### src/rtl/vga_timing_pkg.sv
`default_nettype none
// ============================================================================
// Module      : vga_timing_pkg
// Description : Raster timing constants and helpers shared by the VGA timing
//               generator and its per-axis counter.
// Revision    : 1.0 - initial release
// ============================================================================
package vga_timing_pkg;

    localparam int unsigned c_CNT_W   = 10;
    localparam int unsigned c_CNT_MAX = 1023;

    // 640x480@60 (lowRes)
    localparam int unsigned c_LR_H_ACTIVE = 640;
    localparam int unsigned c_LR_H_FP     = 16;
    localparam int unsigned c_LR_H_SYNC   = 96;
    localparam int unsigned c_LR_H_BP     = 48;
    localparam int unsigned c_LR_V_ACTIVE = 480;
    localparam int unsigned c_LR_V_FP     = 10;
    localparam int unsigned c_LR_V_SYNC   = 2;
    localparam int unsigned c_LR_V_BP     = 33;

    // 1024x768@60; its 1344-pixel line needs a wider count than c_CNT_W
    localparam int unsigned c_HR_H_ACTIVE = 1024;
    localparam int unsigned c_HR_H_FP     = 24;
    localparam int unsigned c_HR_H_SYNC   = 136;
    localparam int unsigned c_HR_H_BP     = 160;
    localparam int unsigned c_HR_V_ACTIVE = 768;
    localparam int unsigned c_HR_V_FP     = 3;
    localparam int unsigned c_HR_V_SYNC   = 6;
    localparam int unsigned c_HR_V_BP     = 29;

    function automatic int unsigned axis_total(input int unsigned active, input int unsigned fp,
                                               input int unsigned sync, input int unsigned bp);
        return active + fp + sync + bp;
    endfunction

    function automatic int unsigned h_total(input int unsigned ha, input int unsigned hf,
                                            input int unsigned hs, input int unsigned hb);
        return axis_total(ha, hf, hs, hb);
    endfunction

    function automatic int unsigned v_total(input int unsigned va, input int unsigned vf,
                                            input int unsigned vs, input int unsigned vb);
        return axis_total(va, vf, vs, vb);
    endfunction

endpackage
`default_nettype wire

### src/rtl/vga_axis_counter.sv
`default_nettype none
// ============================================================================
// Module      : vga_axis_counter
// Description : One raster axis: wrapping position counter with registered
//               active-region and sync flags derived from the next count.
// Revision    : 1.0 - initial release
// ============================================================================
module vga_axis_counter
    import vga_timing_pkg::*;
#(
    parameter int unsigned ACTIVE      = 640,
    parameter int unsigned FP          = 16,
    parameter int unsigned SYNC        = 96,
    parameter int unsigned BP          = 48,
    parameter bit          SYNC_ACTIVE = 1'b0
) (
    input  logic               clk,
    input  logic               reset_n,
    input  logic               advance,
    output logic [c_CNT_W-1:0] count,
    output logic               wrap,
    output logic               active,
    output logic               sync
);

    localparam int unsigned        c_TOTAL      = axis_total(ACTIVE, FP, SYNC, BP);
    localparam logic [c_CNT_W-1:0] c_LAST       = c_CNT_W'(c_TOTAL - 1);
    localparam logic [c_CNT_W-1:0] c_ACTIVE     = c_CNT_W'(ACTIVE);
    localparam logic [c_CNT_W-1:0] c_SYNC_START = c_CNT_W'(ACTIVE + FP);
    localparam logic [c_CNT_W-1:0] c_SYNC_END   = c_CNT_W'(ACTIVE + FP + SYNC);

    logic [c_CNT_W-1:0] w_count_nxt;
    logic               w_active_nxt;
    logic               w_sync_nxt;

    // wrap is combinational so the next axis can advance on the same edge
    always_comb begin
        wrap        = (count == c_LAST);
        w_count_nxt = count;
        if (advance) begin
            w_count_nxt = wrap ? '0 : count + 1'b1;
        end
        w_active_nxt = (w_count_nxt < c_ACTIVE);
        w_sync_nxt   = (w_count_nxt >= c_SYNC_START) && (w_count_nxt < c_SYNC_END);
    end

    always_ff @(posedge clk) begin
        if (!reset_n) begin
            count  <= c_LAST;
            active <= 1'b0;
            sync   <= ~SYNC_ACTIVE;
        end else begin
            count  <= w_count_nxt;
            active <= w_active_nxt;
            sync   <= w_sync_nxt ? SYNC_ACTIVE : ~SYNC_ACTIVE;
        end
    end

endmodule
`default_nettype wire

### src/rtl/vga_timing_gen.sv
`default_nettype none
// ============================================================================
// Module      : vga_timing_gen
// Description : VGA raster timing source: pixel/line position, video-active,
//               sync levels and line/frame start pulses, all registered.
// Revision    : 1.0 - initial release
// ============================================================================
module vga_timing_gen
    import vga_timing_pkg::*;
#(
    parameter int unsigned H_ACTIVE    = c_LR_H_ACTIVE,
    parameter int unsigned H_FP        = c_LR_H_FP,
    parameter int unsigned H_SYNC      = c_LR_H_SYNC,
    parameter int unsigned H_BP        = c_LR_H_BP,
    parameter int unsigned V_ACTIVE    = c_LR_V_ACTIVE,
    parameter int unsigned V_FP        = c_LR_V_FP,
    parameter int unsigned V_SYNC      = c_LR_V_SYNC,
    parameter int unsigned V_BP        = c_LR_V_BP,
    parameter bit          SYNC_ACTIVE = 1'b0
) (
    input  logic        clk,
    input  logic        reset_n,
    input  logic        pix_en,
    output logic [31:0] hPixel,
    output logic [31:0] line,
    output logic        video_active,
    output logic        hSync,
    output logic        vSync,
    output logic        line_start,
    output logic        frame_start
);

    localparam int unsigned c_H_TOTAL = h_total(H_ACTIVE, H_FP, H_SYNC, H_BP);
    localparam int unsigned c_V_TOTAL = v_total(V_ACTIVE, V_FP, V_SYNC, V_BP);

    if (H_ACTIVE == 0 || H_FP == 0 || H_SYNC == 0 || H_BP == 0 || c_H_TOTAL > c_CNT_MAX)
    begin : g_bad_h_params
        $error("vga_timing_gen: horizontal timing parameters out of range");
    end

    if (V_ACTIVE == 0 || V_FP == 0 || V_SYNC == 0 || V_BP == 0 || c_V_TOTAL > c_CNT_MAX)
    begin : g_bad_v_params
        $error("vga_timing_gen: vertical timing parameters out of range");
    end

    logic [c_CNT_W-1:0] w_h_count;
    logic [c_CNT_W-1:0] w_v_count;
    logic               w_h_wrap;
    logic               w_v_wrap;
    logic               w_h_active;
    logic               w_v_active;
    logic               w_v_advance;
    logic               r_line_start;
    logic               r_frame_start;

    assign w_v_advance = pix_en & w_h_wrap;

    vga_axis_counter #(
        .ACTIVE      (H_ACTIVE),
        .FP          (H_FP),
        .SYNC        (H_SYNC),
        .BP          (H_BP),
        .SYNC_ACTIVE (SYNC_ACTIVE)
    ) u_h_axis (
        .clk     (clk),
        .reset_n (reset_n),
        .advance (pix_en),
        .count   (w_h_count),
        .wrap    (w_h_wrap),
        .active  (w_h_active),
        .sync    (hSync)
    );

    vga_axis_counter #(
        .ACTIVE      (V_ACTIVE),
        .FP          (V_FP),
        .SYNC        (V_SYNC),
        .BP          (V_BP),
        .SYNC_ACTIVE (SYNC_ACTIVE)
    ) u_v_axis (
        .clk     (clk),
        .reset_n (reset_n),
        .advance (w_v_advance),
        .count   (w_v_count),
        .wrap    (w_v_wrap),
        .active  (w_v_active),
        .sync    (vSync)
    );

    // Pulses fire on the edge the counters wrap, so they align with (0,x)
    always_ff @(posedge clk) begin
        if (!reset_n) begin
            r_line_start  <= 1'b0;
            r_frame_start <= 1'b0;
        end else begin
            r_line_start  <= w_v_advance;
            r_frame_start <= w_v_advance & w_v_wrap;
        end
    end

    assign hPixel       = {{(32 - c_CNT_W){1'b0}}, w_h_count};
    assign line         = {{(32 - c_CNT_W){1'b0}}, w_v_count};
    assign video_active = w_h_active & w_v_active;
    assign line_start   = r_line_start;
    assign frame_start  = r_frame_start;

endmodule
`default_nettype wire
### config.mk
export PLATFORM = sky130hd
export DESIGN_NAME = vga_timing_gen
export DESIGN_NICKNAME = d
export VERILOG_FILES = /design/src/rtl/vga_timing_pkg.sv /design/src/rtl/vga_axis_counter.sv /design/src/rtl/vga_timing_gen.sv
export SDC_FILE = /design/constraint.sdc
export NUM_CORES = 1
export LEC_CHECK = 0
export BUFFER_PORTS_ARGS = -buffer_cell sky130_fd_sc_hd__buf_2
export CORE_ASPECT_RATIO = 0.7
export CORE_MARGIN = 8
export CORE_UTILIZATION = 35
export DETAILED_ROUTE_END_ITERATION = 10
export MAX_ROUTING_LAYER = met4
export SYNTH_ARGS = -nofsm -noshare
export SYNTH_HDL_FRONTEND = slang
export SYNTH_SLANG_ARGS = --single-unit
### constraint.sdc
create_clock -name clk -period 6.9 [get_ports clk]
set_input_delay 0.345 -clock clk [delete_from_list [all_inputs] [get_ports clk]]
set_output_delay 0.345 -clock clk [all_outputs]
set_load 0.02 [all_outputs]
# Yosys cells after proc, flatten, opt, wreduce, memory -nomap -nowiden
# Index checks and enable logic that the tools add are counted.
# word_totals
output_inout_bits	69
register_bits	26
in_bits	3
# op_classes
n_reduce_logical	2
addsub	2
n_lt_le_gt_ge	6
muxes	6
n_eq_ne	2
n_bitwise	3
# op_table
cell	n
$mux 10	4
$add 10x1->10 const B	2
$eq 10x10->1 const B	2
$lt 10x10->1 const B	2
$lt 10x9->1 const B	2
$ge 10x10->1 const B	1
$ge 10x9->1 const B	1
$and 1x1->1	3
$logic_and 1x1->1	2
$mux 1	2

# Logic depth before layout (Yosys ltp)
# Gate-level depths: netlist (run 1).
# logic_depth
word_depth	6
depth_mapped	7

# By module
# From an unflattened synthesis (run 1), not the netlist that was laid out.
# unflattened
cells_unflattened	207
area_unflattened_um2	1767.9
# by_module_without_submodules
mod	area_each_um2	n_inst	cells_each
vga_axis_counter at u_v_axis	703.2	1	80
vga_axis_counter at u_h_axis	660.6	1	76
vga_timing_gen	404.1	1	51

# Least setup slack after synthesis (run 1)
# OpenSTA, ideal clock, no wires.
# synth_timing
kind	flip-flop to flip-flop
start	register u_h_axis.count[9]
end	register u_v_axis.active
t_arrival_ns	2.192
setup_ns	0.116
stages_incl_launch_ff	6
period_less_slack_ns	2.308
t_required_ns	6.784
setup_slack_ns	4.592
path_buffers	0
path_cell_list	dfxtp_1 or4b_4 or3_1 or4_1 a31oi_1 and3b_1
# synth_via
elab_chain_cells	4
# synth_rtl
element	line	rtl
start, declared	vga_axis_counter.sv:20	output logic [c_CNT_W-1:0] count,
start signal, assigned	vga_axis_counter.sv:49	count <= c_LAST;
start signal, assigned	vga_axis_counter.sv:53	count <= w_count_nxt;
$eq 10x10->1	vga_axis_counter.sv:38	wrap = (count == c_LAST);
$and 1x1->1	vga_timing_gen.sv:56	assign w_v_advance = pix_en & w_h_wrap;
$mux 10	vga_axis_counter.sv:40	if (advance) begin
$lt 10x9->1	vga_axis_counter.sv:43	w_active_nxt = (w_count_nxt < c_ACTIVE);
end signal, assigned	vga_axis_counter.sv:54	active <= w_active_nxt;
end, declared	vga_axis_counter.sv:22	output logic active,
# Every way passes these cells.
# A chain may end at the register's enable or synchronous reset.

# Final worst setup path (run 1)
# layout_timing
start	register u_h_axis.count[5]
end	register u_v_axis.active
# Same word-level chain as after synthesis.

==> results_dict.tcl, run 1 <==
set metrics [dict create \
    fin_util 0.3802 \
    rows 20 \
    cap_violations 0 \
    yosys.area.top_type_share 0.3270 \
    cts_resized 0 \
    io_pins 72 \
    nFillCells 486 \
    drv_slew 0 \
    syn_area_per_cell_sq_um 8.333 \
    dieArea_sq_um 6995 \
    yosysSeqAreaShare 0.3270 \
    critPathBufInv 0 \
    cts.clk_slew.worst_paths_ps 90 \
    final-hold-violation-count 0 \
    netlist_area_sq_um 1592 \
    p_comb_frac 0.302 \
    nNetsFinal 221 \
    vias_per_cell 4.394 \
    clkPwrFrac 0.244 \
    finalSetupViolCount 0 \
    die_w_microns 96.60 \
    fin_area_sq_um 1655 \
    initial_utilization 0.3655 \
    end_kind "flop" \
    drtAntennaViolNets 0 \
    final_cells 269 \
    tightest_slew_ps 1075 \
    antenna_found_initial 0 \
    n_antenna_cell 0 \
    synthTopCellsByArea "dfxtp_1, buf_4, nand2_1" \
    r2r_start "u_h_axis.count[5]" \
    whs_ps 364.4 \
    reg2reg_slack_ps 4320 \
    p_leak_nw 0.7582 \
    syn_to_final_growth_pct 4.010 \
    wl_per_cell_microns 13.04 \
    max_freq_mhz 388.1 \
    cts_tree "done" \
    synth_most_common_cell "buf_4" \
    place.gp.congestion 0.8135 \
    start_kind "flop" \
    min_from "pix_en" \
    cts_hold_buf 0 \
    cpPeakStageDelay_ps 570 \
    critical_path_arrival_ps 2750 \
    synthTopCellsByCount "buf_4, dfxtp_1, nand2_1, nand3_1, o21ai_0" \
    cts_made_buffers 3 \
    p_sw_w 0.0001496 \
    multi_input_area_sq_um 860.8 \
    gr-total-overflow 0 \
    ys_types 37 \
    irDropWorstVdd_mv 0.07641 \
    outcome "complete, no violations" \
    seqPwrFrac 0.454 \
    dr.pass1.iters 4 \
    synth_cells 191 \
    rsz0062_at_grt "false" \
    critical_path_class "flop to flop" \
    core_area_sq_um 4354 \
    p_int_w 0.0002550 \
    yosysTopAreaCell "dfxtp_1" \
    htree_levels 1 \
    cts-root-buf "clkbuf_8" \
    critPathRequiredTime_ps 7080 \
    drt_wl_total_mm 3.507 \
    pwr_density_cell_nw_per_um2 244.4 \
    min_period_ps 2576 \
    seq_area_sq_um 520.5 \
    vias 1182 \
    skew_ps 1.782 \
    grt_usage 0.1020 \
    drc 0 \
    crit_family "simple AND/OR/NAND/NOR gates" \
    cts_max_path_buffers 2 \
    cts_num_sinks 26 \
    swShare 0.3697 \
    crit_chain "or4b_4 -> or3_1 -> or4_1 -> a31oi_1 -> and3b_1" \
    slew_headroom 0.2776 \
    grt_pass1_wl_mm 5.609 \
    port_buffers 27 \
    die_h_microns 72.42 \
    finalSetupTns_ps 0 \
    holdCritPathClass "input port to flop" \
    crit_path_top_delay_cell "or4b_4" \
    critical_path.startpoint "u_h_axis.count[5]" \
    clock_latency_ps 270 \
    yosys_warnings 0 \
    placedInstanceArea_sq_um 1600 \
    grt_pass1_vias 1134 \
    post_cts_buffers 0 \
    hpwl_mm 2.776 \
    dp_cells 265 \
    drive_above_1_share 0.1589 \
    synth_edf_count 0 \
    synthArstFlopShare 0 \
    synth-main-ff-cell "dfxtp_1" \
    crit_fanout 11 \
    drtIter0Drc 44 \
    grt_max_degree 21 \
    ys_seq_elements 26 \
    finalCritPeriodShare 0.3734 \
]
==> flip-flops by register name, summed over array words and instances, names as in the netlist <==
register,cells
u_v_axis.count,10
line_start,1
u_v_axis.active,1
u_h_axis.active,1
u_h_axis.sync,1
frame_start,1
u_v_axis.sync,1
u_h_axis.count,10
==> cell usage in the layout (no fill, tap or decap), types with 5 or more instances in the layout <==
master and instances:
nor2_1 6, nand4_1 5, buf_2 27, xor2_1 6, conb_1 44, nor3_1 5, dfxtp_1 26, xnor2_1 6
nand2_1 17, nand3_1 10, o21ai_0 8
==> worst reg2reg max path: cells and delay by family, from the launching register on <==
kind	cells	cell delay, ps
and+or+nand+nor	4	1860
AOI/OAI and AO/OA	1	260
DFF	1	360
==> metal layers <==
metal  track usage  wire length (microns)
met5             -                      0
met4       0.02508                     25
met3       0.02887                    205
met2        0.1445                   1450
met1        0.1381                   1826
==> final timing paths <==
path | end | depth (start not counted)
max reg2reg | u_v_axis.active | 5
max | u_v_axis.active | 5
min reg2reg | u_h_axis.sync | 3
min | u_h_axis.count[1] | 3
==> metrics by stage <==
step | total power (W) | worst slack [ps]
global placement | 0.0003083 | 4443
finish | 0.0004046 | 4324
global route | 0.0004290 | 4145
CTS | 0.0004069 | 4353
detailed placement | 0.0003086 | 4379
floorplan | 0.0002986 | 4592
==> power groups by stage <==
stage                     Sequential, W  Combinational [W]   Clock, W
after floorplan                0.000195           0.000103          0
after global placement         0.000186           0.000122          0
after detailed placement       0.000187           0.000122          0
after CTS                      0.000183           0.000122   0.000102
after global routing           0.000186           0.000135   0.000108
final                          0.000184           0.000122  0.0000988
==> final cells by class <==
type / count / area share
tap: 55 / 0.04157
inverter: 4 / 0.009070
timing repair buffer: 27 / 0.08163
multi-input combinational: 153 / 0.5200
clock buffer: 4 / 0.03326
sequential: 26 / 0.3144
==> cell families (layout without fill, tap and decap cells) <==
group / after synthesis / count (layout) / share of synthesized area
XOR/XNOR: 12 / 12 / 0.06604
AO/OA/AOI/OAI: 20 / 20 / 0.07626
other: 1 / 44 / 0.002356
flip-flops: 26 / 26 / 0.3270
adder cells (fa/ha/maj): 3 / 3 / 0.02359
multiplexers: 1 / 1 / 0.006290
buffers and inverters: 55 / 35 / 0.2335
AND/OR/NAND/NOR: 73 / 73 / 0.2649
(Power assumes the default switching activity.)
==> run 2: changes to the inputs <==
Settings changed: ABC_AREA set to 1.
Clock period 6.9 ns to 2.47 ns, I/O delays scaled along.
==> run 2 against run 1 <==
Net effect: cell count increased by 35%; clock skew increased by 5.6 ps; combinational power increased to 4.4 times the previous value.
==> results_dict.tcl, run 2 <==
set metrics [dict create \
    outcome "complete, no violations" \
    p_leak_nw 1.047 \
    min_period_ps 1690 \
    hold_end "u_v_axis.count[3]" \
    grt_usage 0.1095 \
    cts_resized 0 \
    reg2reg_slack_ps 780 \
    cts.clk_slew.worst_paths_ps 100 \
    synth_cells 263 \
    syn_area_per_cell_sq_um 7.022 \
    core_area_sq_um 5175 \
    drtAntennaViolNets 0 \
    power_w 0.001412 \
    final_cell_mix "nand2_1, conb_1, nor2_1, inv_1, buf_2" \
    placedInstanceArea_sq_um 1884 \
    start_kind "flop" \
    tightest_slew_ps 518.2 \
    rsz0062_at_grt "false" \
    finalCritPeriodShare 0.6841 \
    whs_ps 133.3 \
    syn_to_final_growth_pct 5.895 \
    cap_violations 0 \
    critical_path_class "flop to flop" \
    ys_types 33 \
    drive_above_1_share 0.1828 \
    synth_compound_area_frac 0.05352 \
    dr.pass1.iters 4 \
    crit_fanout 10 \
    final_cells 362 \
    cts_hold_buf 0 \
    crit_path_top_delay_cell "dfxtp_1" \
    port_buffers 27 \
    cts_num_sinks 26 \
    grt_pass1_wl_mm 6.831 \
    clock_latency_ps 270 \
    synth-xor-area-share 0.02371 \
    reg_top3 "u_h_axis.count: 10 flops, u_v_axis.count: 10 flops" \
    vias_per_cell 4.149 \
    final-hold-violation-count 0 \
    synthArstFlopShare 0 \
    irDropWorstVdd_mv 0.2758 \
    r2r_start "u_h_axis.count[1]" \
    wl_per_cell_microns 11.49 \
    finalSetupViolCount 0 \
    cts_max_path_buffers 2 \
    drt_wl_total_mm 4.159 \
    synth_most_common_cell "nand2_1" \
    hpwl_mm 3.381 \
    skew_ps 7.332 \
    hold_depth 2 \
    cpPeakStageDelay_ps 390 \
    slew_headroom 0.6542 \
    cts_tree "done" \
    dp_cells 358 \
    critical_path_arrival_ps 1860 \
    critPathRequiredTime_ps 2640 \
    nNetsFinal 297 \
    max_freq_mhz 591.8 \
    rows 22 \
    htree_levels 1 \
    finalSetupTns_ps 0 \
    drtIter0Drc 114 \
    grt_pass1_vias 1409 \
    yosys.area.top_type_share 0.2818 \
    post_cts_buffers 0 \
    die_h_microns 76.78 \
    vias 1502 \
    crit_family "simple AND/OR/NAND/NOR gates" \
    synthTopCellsByArea "dfxtp_1, buf_4, nand2_1" \
    synth_top_family_by_area "simple AND/OR/NAND/NOR gates" \
    n_antenna_cell 0 \
    synth-main-ff-cell "dfxtp_1" \
    end_kind "flop" \
    drc 0 \
    crit_chain "ha_1 -> nand2_2 -> nor2_8 -> nand4_4 -> nand2_1 -> nand2_1 -> inv_1 -> nand2_2 -> nor2_4 -> nand3_1" \
    holdCritPathClass "input port to flop" \
    reg2regPathDepth 10 \
    cts-root-buf "clkbuf_8" \
    min_from "reset_n" \
    ys_seq_elements 26 \
    fin_area_sq_um 1956 \
    yosys.area_share.simple 0.3659 \
    synthTopCellsByCount "nand2_1, buf_4, nor2_1, inv_1, dfxtp_1" \
    die_w_microns 102.8 \
    yosysSeqAreaShare 0.2818 \
    synthAdderAreaFrac 0.02033 \
    grt_max_degree 16 \
    critPathBufInv 1 \
    antenna_found_initial 0 \
    synth_edf_count 0 \
    initial_utilization 0.3569 \
    final_common_cell "nand2_1" \
    synthMuxAreaShare 0 \
    reg2reg_to "u_v_axis.sync" \
    yosys_warnings 0 \
    yosysTopAreaCell "dfxtp_1" \
    place.gp.congestion 0.8437 \
    io_pins 72 \
    pwr_density_cell_nw_per_um2 722.2 \
    cts_made_buffers 3 \
    drv_slew 0 \
    gr-total-overflow 0 \
    netlist_area_sq_um 1847 \
    dieArea_sq_um 7894 \
]
[run 2: changes by cell type in the layout (fill, tap and decap cells not counted), moves of 4 or more]
cell     before  now
nor2_1        6   29
xnor2_1       6    2
inv_1         4   27
and2_1        4    0
nand3_1      10   16
nand2_1      17   68
nand2_2       0    5
nand4_1       5    1
and3_1        4    0
[run 2: routing by layer]
metal	vias up	wire length (microns)	share of wire	global-route usage
met3	2	304	0.073	0.02885
met1	674	2053	0.49	0.1513
met2	41	1778	0.43	0.1552
met5	-	0	0	-
met4	0	23	0.0055	0.02158
li1	785	-	-	-
[run 2: layout make-up]
| type | instances | area (sq um) |
|---|---|---|
| fillers | 587 | 3219 |
| multi-input cells | 203 | 1021 |
| flip-flops and latches | 26 | 520.5 |
| repair buffers | 27 | 135.1 |
| inverters | 30 | 117.6 |
| well taps | 72 | 90.09 |
| clock buffers | 3 | 41.29 |
| clock inverters | 1 | 30.03 |
[run 2: logic make-up after synthesis]
family                     after synthesis
buffers and inverters                   77
adders and majority gates                3
AOI/OAI and AO/OA                       16
other                                    1
and+or+nand+nor                        135
xor gates and xnor gates                 5
DFF                                     26
[run 2: worst register-to-register path, stage by stage (launching register included)]
cell,delay [ps]
dfxtp_1,390
ha_1,210
nand2_2,110
nor2_8,150
nand4_4,210
nand2_1,110
nand2_1,80
inv_1,80
nand2_2,60
nor2_4,120
nand3_1,80
[run 2: metrics by stage]
| stage | worst slack (ps) | utilization |
|---|---|---|
| final | 780.3 | 0.3779 |
| after global routing | 651.4 | 0.3779 |
| after CTS | 792.2 | 0.3779 |
| after detailed placement | 800.9 | 0.3641 |
| after floorplan | 818.2 | - |
| after global placement | 790.7 | 0.3641 |
[run 2: worst max path at each step]
stage / slack (ps) / from / depth (start not counted) / end
after floorplan: 820 / u_h_axis.count[1] / 10 / u_v_axis.sync
after CTS: 790 / u_h_axis.count[1] / 10 / u_v_axis.sync
after global placement: 790 / u_h_axis.count[1] / 10 / u_v_axis.sync
after detailed placement: 800 / u_h_axis.count[1] / 10 / u_v_axis.sync
final: 780 / u_h_axis.count[1] / 10 / u_v_axis.sync
after global routing: 650 / u_h_axis.count[1] / 10 / u_v_axis.sync
[run 2: where the power goes]
part / switching (W) / internal, W
registers: 0.0000525 / 0.000468
clock network: 0.000143 / 0.000217
logic: 0.000381 / 0.000150
total: 0.000577 / 0.000835
